File: src/rtl/vga_pkg.sv
// Shared VGA framebuffer constants and the write-arbiter state encoding.
package vga_pkg;
   localparam int VGA_ADDR_W   = 14;
   localparam int VGA_DATA_W   = 8;
   localparam int VGA_FB_WORDS = 16384;

   typedef enum logic {
      ST_ARB   = 1'b0,
      ST_CLEAR = 1'b1
   } arb_state_e;
endpackage

File: src/rtl/rr_arb2.sv
// Two-way round-robin arbiter: one-hot grant from two valids, holds the last-winner pointer.
module rr_arb2 (
   input  logic       clk48,
   input  logic       rst_n,
   input  logic [1:0] i_valid,
   input  logic       i_en,
   output logic [1:0] o_grant
);
   // r_last = index of the most recent winner; reset to 1 so requester 0 wins the first tie
   logic r_last;
   logic [1:0] w_grant;

   always_comb begin
      w_grant = 2'b00;
      if (i_en) begin
         if (i_valid == 2'b11) w_grant = r_last ? 2'b01 : 2'b10;
         else                  w_grant = i_valid;
      end
   end

   always_ff @(posedge clk48 or negedge rst_n) begin
      if (!rst_n)         r_last <= 1'b1;
      else if (|w_grant)  r_last <= w_grant[1];
   end

   assign o_grant = w_grant;
endmodule

File: src/rtl/vga_write_arbiter.sv
// Arbitrates two requesters onto the vgadisplay write port with a registered strobe.
// Optional screen-clear sequencer compiled in with `define VGA_ARB_CLEAR_EN.
module vga_write_arbiter
   import vga_pkg::*;
#(
   parameter int                ADDR_W     = VGA_ADDR_W,
   parameter int                DATA_W     = VGA_DATA_W,
   parameter int                CLEAR_LEN  = VGA_FB_WORDS,
   parameter logic [DATA_W-1:0] CLEAR_DATA = '0
) (
   input  logic              clk48,
   input  logic              rst_n,
   input  logic [ADDR_W-1:0] req0_addr,
   input  logic [DATA_W-1:0] req0_data,
   input  logic              req0_valid,
   output logic              req0_ready,
   input  logic [ADDR_W-1:0] req1_addr,
   input  logic [DATA_W-1:0] req1_data,
   input  logic              req1_valid,
   output logic              req1_ready,
   input  logic              clear_start,
   output logic              clear_busy,
   output logic [ADDR_W-1:0] vga_waddr,
   output logic [DATA_W-1:0] vga_wdata,
   output logic              vga_wr_en
);
   arb_state_e        r_state, w_state_nxt;
   logic [ADDR_W-1:0] r_waddr, w_waddr_nxt;
   logic [DATA_W-1:0] r_wdata, w_wdata_nxt;
   logic              r_wr_en, w_wr_en_nxt;
   logic [1:0]        w_grant;
   logic              w_block;

`ifdef VGA_ARB_CLEAR_EN
   // Counter is one bit wider than the address so a full-framebuffer clear ends cleanly
   localparam logic [ADDR_W:0] LAST_WORD = (ADDR_W+1)'(CLEAR_LEN - 1);
   logic [ADDR_W:0] r_cnt, w_cnt_nxt;

   assign w_block    = (r_state == ST_CLEAR) || clear_start;
   assign clear_busy = (r_state == ST_CLEAR);
`else
   logic w_unused_clear;

   assign w_unused_clear = clear_start;
   assign w_block        = 1'b0;
   assign clear_busy     = 1'b0;
`endif

   // rst_n gates the grant so ready drops the instant reset asserts
   rr_arb2 u_rr_arb2 (
      .clk48   (clk48),
      .rst_n   (rst_n),
      .i_valid ({req1_valid, req0_valid}),
      .i_en    (rst_n & ~w_block),
      .o_grant (w_grant)
   );

   assign req0_ready = w_grant[0];
   assign req1_ready = w_grant[1];

   always_comb begin
      w_state_nxt = r_state;
      w_waddr_nxt = r_waddr;
      w_wdata_nxt = r_wdata;
      w_wr_en_nxt = 1'b0;
`ifdef VGA_ARB_CLEAR_EN
      w_cnt_nxt   = r_cnt;
`endif
      unique case (r_state)
         ST_ARB: begin
            if (w_grant[0]) begin
               w_waddr_nxt = req0_addr;
               w_wdata_nxt = req0_data;
               w_wr_en_nxt = 1'b1;
            end else if (w_grant[1]) begin
               w_waddr_nxt = req1_addr;
               w_wdata_nxt = req1_data;
               w_wr_en_nxt = 1'b1;
            end
`ifdef VGA_ARB_CLEAR_EN
            if (clear_start) begin
               w_state_nxt = ST_CLEAR;
               w_cnt_nxt   = '0;
            end
`endif
         end
`ifdef VGA_ARB_CLEAR_EN
         ST_CLEAR: begin
            w_waddr_nxt = r_cnt[ADDR_W-1:0];
            w_wdata_nxt = CLEAR_DATA;
            w_wr_en_nxt = 1'b1;
            w_cnt_nxt   = r_cnt + 1'b1;
            if (r_cnt == LAST_WORD) w_state_nxt = ST_ARB;
         end
`endif
         default: w_state_nxt = ST_ARB;
      endcase
   end

   always_ff @(posedge clk48 or negedge rst_n) begin
      if (!rst_n) begin
         r_state <= ST_ARB;
         r_waddr <= '0;
         r_wdata <= '0;
         r_wr_en <= 1'b0;
      end else begin
         r_state <= w_state_nxt;
         r_waddr <= w_waddr_nxt;
         r_wdata <= w_wdata_nxt;
         r_wr_en <= w_wr_en_nxt;
      end
   end

`ifdef VGA_ARB_CLEAR_EN
   always_ff @(posedge clk48 or negedge rst_n) begin
      if (!rst_n) r_cnt <= '0;
      else        r_cnt <= w_cnt_nxt;
   end
`endif

   assign vga_waddr = r_waddr;
   assign vga_wdata = r_wdata;
   assign vga_wr_en = r_wr_en;
endmodule

File: config.mk
export PLATFORM = sky130hd
export DESIGN_NAME = vga_write_arbiter
export DESIGN_NICKNAME = d
export VERILOG_FILES = /design/src/rtl/vga_pkg.sv /design/src/rtl/rr_arb2.sv /design/src/rtl/vga_write_arbiter.sv
export SDC_FILE = /design/constraint.sdc
export NUM_CORES = 1
export LEC_CHECK = 0
export CAP_MARGIN = 10
export CORE_MARGIN = 5
export CORE_UTILIZATION = 40
export CTS_CLUSTER_SIZE = 12
export DETAILED_ROUTE_END_ITERATION = 8
export PLACE_DENSITY = 0.85
export SLEW_MARGIN = 10
export SYNTH_ARGS = -nofsm -noshare
export SYNTH_HDL_FRONTEND = slang
export SYNTH_SLANG_ARGS = --single-unit
export TNS_END_PERCENT = 5
File: constraint.sdc
create_clock -name clk48 -period 3.2 [get_ports clk48]
set_input_delay 0.64 -clock clk48 [delete_from_list [all_inputs] [get_ports clk48]]
set_output_delay 0.64 -clock clk48 [all_outputs]
set_load 0.02 [all_outputs]
# Yosys cells after proc, flatten, opt, wreduce, memory -nomap -nowiden

Cells that the tools add are included.

Output and inout bits: 26
Flip-flop bits (word level): 24
Logic and storage cells: 16
Input port bits: 49

Multiplexer cells: 9
Equality and inequality tests: 1
Reductions and logical operators: 2

Operators with widths:

| operator                             | number |
|---|---|
| two-way mux 14 bit                   | 2 |
| two-way mux 8 bit                    | 2 |
| two-way mux 2 bit                    | 3 |
| == test 2 bit, second input constant | 1 |
| two-way mux 1 bit                    | 2 |
| nonzero test 2 bit                   | 1 |
| OR reduction 2 bit                   | 1 |

# Longest topological paths before layout

Depth after elaboration: 5
Gate-level depth with buffers: 5
Gate-level depth less buffers: 3

# Hierarchy

From an unflattened synthesis, not the netlist that was laid out.

Cell total of the unflattened synthesis: 108
Area total of the unflattened synthesis: 1148.6 um^2

By module, submodules not included:

| module            | cells an instance | seq. area each (um^2) | area an instance (um^2) | instances |
|---|---|---|---|---|
| vga_write_arbiter | 100               | 575.6                 | 1086.0                  | 1 |
| rr_arb2           | 8                 | 26.3                  | 62.6                    | 1 |

# Worst setup path after synthesis

No wires, ideal clock.

Kind: input port to output port
From: input req1_valid
To: output req0_ready
Setup slack: 1.328 ns
Cell stages on the path: 3
Arrival: 1.232 ns
Path buffers: 1
Cell sequence: nor2b_4 > clkbuf_1 > nor2_1

Word-level cells in the longest chain between the ends: 3

RTL lines:

| element           | RTL line                | source |
|---|---|---|
| start, declared   | vga_write_arbiter.sv:19 | `input logic req1_valid,` |
| == test 2 bit     | rr_arb2.sv:16           | `if (i_valid == 2'b11) w_grant = r_last ? 2'b01 : 2'b10;` |
| two-way mux 2 bit | rr_arb2.sv:16           |  |
| two-way mux 2 bit | rr_arb2.sv:15           | `if (i_en) begin` |
| end, declared     | vga_write_arbiter.sv:16 | `output logic req0_ready,` |

No other way between the ends.

# Worst setup path in the final report

From: input rst_n
To: output req0_ready

Word-level cells in the longest chain between the ends: 1

RTL lines:

| element           | RTL line                | source |
|---|---|---|
| start, declared   | vga_write_arbiter.sv:12 | `input logic rst_n,` |
| two-way mux 2 bit | rr_arb2.sv:15           |  |

No other way between the ends.

==> qor.csv <==
metric;value;unit
final_area;0.00204;mm^2
final_common_cell;clkdlybuf4s50_1;
grt_max_degree;45;
avgSynthCellArea;9.43;um^2
synth_compound_area_share;21.0;%
avgRoutedWirePerCell;15.7;um
yosysSeqAreaShare;47.2;%
drv_slew;0;
ys.flop_type;dfrtp_1;
arrival;2170;ps
end_kind;primary output;
drc;0;
cts_hold_buf;0;
syn_area;0.00127;mm^2
routed_via_density;5.15;
synth.distinct_cells;19;
post_cts_buffers;0;
syn_inst;135;
peakVddDrop;0.164;mV
track_usage;18.0;%
firstDrtPassIters;4;
dr_total_vias;1273;
synth_fp_nets;184;
clkTransAtPathRegs;130;ps
crit_required;2560;ps
grt_pass1_wl;6110;um
final_hold_viol_count;0;
cts_tree;yes;
hpwl;2930;um
hp-class;flop to flop;
yosys.area_share.simple;23.8;%
layout_setup_ws;391;ps
area_growth;59.9;%
fin_crit;2810;ps
post_cts_resized;0;
synth_edf_count;0;
rows;20;
clock-sinks;24;
ant_nets;0;
fin_skew;3.16;ps
async_reset_ff_share;100;%
drt_iter0_drc;112;
layout_common_cells;clkdlybuf4s50_1, nor2_1, dfrtp_1, or3b_1, a31oi_1;
post_dp_cell_area;0.00200;mm^2
rsz0062_at_grt;no;
crit_fanout;7;
fin_total_pwr;835;uW
fmax;356;MHz
yosys.area.top_type;dfrtp_1;
grt_overflow;0;
clkLatencyLatePin;320;ps
p_per_area;410;mW/mm^2
synth_area_leaders;dfrtp_1, or3b_1, a31oi_1;
insertedDiodeCount;0;
synth-seq-cells;24;
die-area;0.00441;mm^2
nets;253;
grt_pass1_vias;1230;
setup_viol;0;
gp_congestion;0.731;
cts_buffer_depth;2;
yosys.area_share.xor_xnor;0;%
cts_buffers;3;
antenna_found_initial;0;
cap_violations;0;
whs;525;ps
core;0.00305;mm^2
routed_wl;3880;um
status;completed;
path_class;input port to primary output;
die-width;66.4;um
io_buffers;72;
synth-adder-area-share;0;%
power.leakage;0.777;nW
tns;0;ps
synth_top_family_by_area;simple AND/OR/NAND/NOR gates;
worst_setup_path_start_kind;input port;
initial_core_util;41.7;%
die_y;66.4;um
place_worst_setup_slack;388;ps
cts_root_buf;clkbuf_4;
drive_gt1_share;6.40;%
synth_mux_area_share;0;%
netlist.area_leader.share;45.2;%
cts_max_level;1;
ys.warnings.count;0;
period_share;87.8;%
ioPinCount;75;
==> through the flow <==
step	cells	utilization [%]
CTS	247	66.7
finish	247	66.7
global route	247	66.7
floorplan	135	-
detailed placement	243	65.5
global placement	243	65.5
==> worst paths after layout <==
kind / startpoint / endpoint / slack (ps) / depth (start not counted)
worst max-delay path: rst_n / req0_ready / 390 / 4
worst min-delay path: u_rr_arb2.r_last / u_rr_arb2.r_last / 520 / 2
worst max register to register: u_rr_arb2.r_last / vga_wdata[7] / 1640 / 4
worst min register to register: u_rr_arb2.r_last / u_rr_arb2.r_last / 520 / 2
max in group asynchronous: rst_n / u_rr_arb2.r_last / 2160 / 2
min in group asynchronous: rst_n / vga_waddr[2] / 550 / 1
==> kinds of logic (layout without fill, tap and decap cells) <==
group / after synthesis / in the layout
compound gates: 47 / 47
buf+inv: 15 / 83
flops: 24 / 24
other cells: 1 / 1
simple gates: 48 / 48
==> worst max-delay path, cell delays in order <==
cell and delay, ps:
clkdlybuf4s50_1 630, nand2_2 90, nor2_1 150, clkdlybuf4s50_1 650
==> flip-flops by register name (all words and copies together) (netlist names) <==
| name | cells |
|---|---|
| u_rr_arb2.r_last | 1 |
| vga_waddr | 14 |
| vga_wdata | 8 |
| vga_wr_en | 1 |
==> area by class of cell <==
class                   instances  area (um^2)
fillers                       254         1020
flip-flops and latches         24          602
inverters                       1         3.75
clock buffers                   4         36.3
repair buffers                 78          766
multi-input cells              96          574
well taps                      44         55.1
==> synthesized netlist by cell type (3+ instances only) <==
cell type,instances
dfrtp_1,23
nor2_1,23
a31oi_1,22
or3b_1,22
o21ai_0,19
buf_2,6
buf_6,4
clkbuf_1,3
o21ai_1,3
==> power breakdown <==
group | switching (mW) | internal [mW] | leakage, nW
Clock | 0.0910 | 0.0696 | 0.0210
Sequential | 0.0232 | 0.345 | 0.269
Combinational | 0.145 | 0.160 | 0.487
==> layer usage <==
metal / share of wire, % / GRT usage [%] / routed length (um) / up-vias
met4: 0.90 / 4.57 / 35 / 0
li1: - / - / - / 624
met1: 42 / 22.2 / 1620 / 612
met2: 54 / 33.1 / 2120 / 32
met5: 0 / 0 / 0 / -
met3: 2.8 / 1.53 / 109 / 5
(Power assumes the default switching activity.)
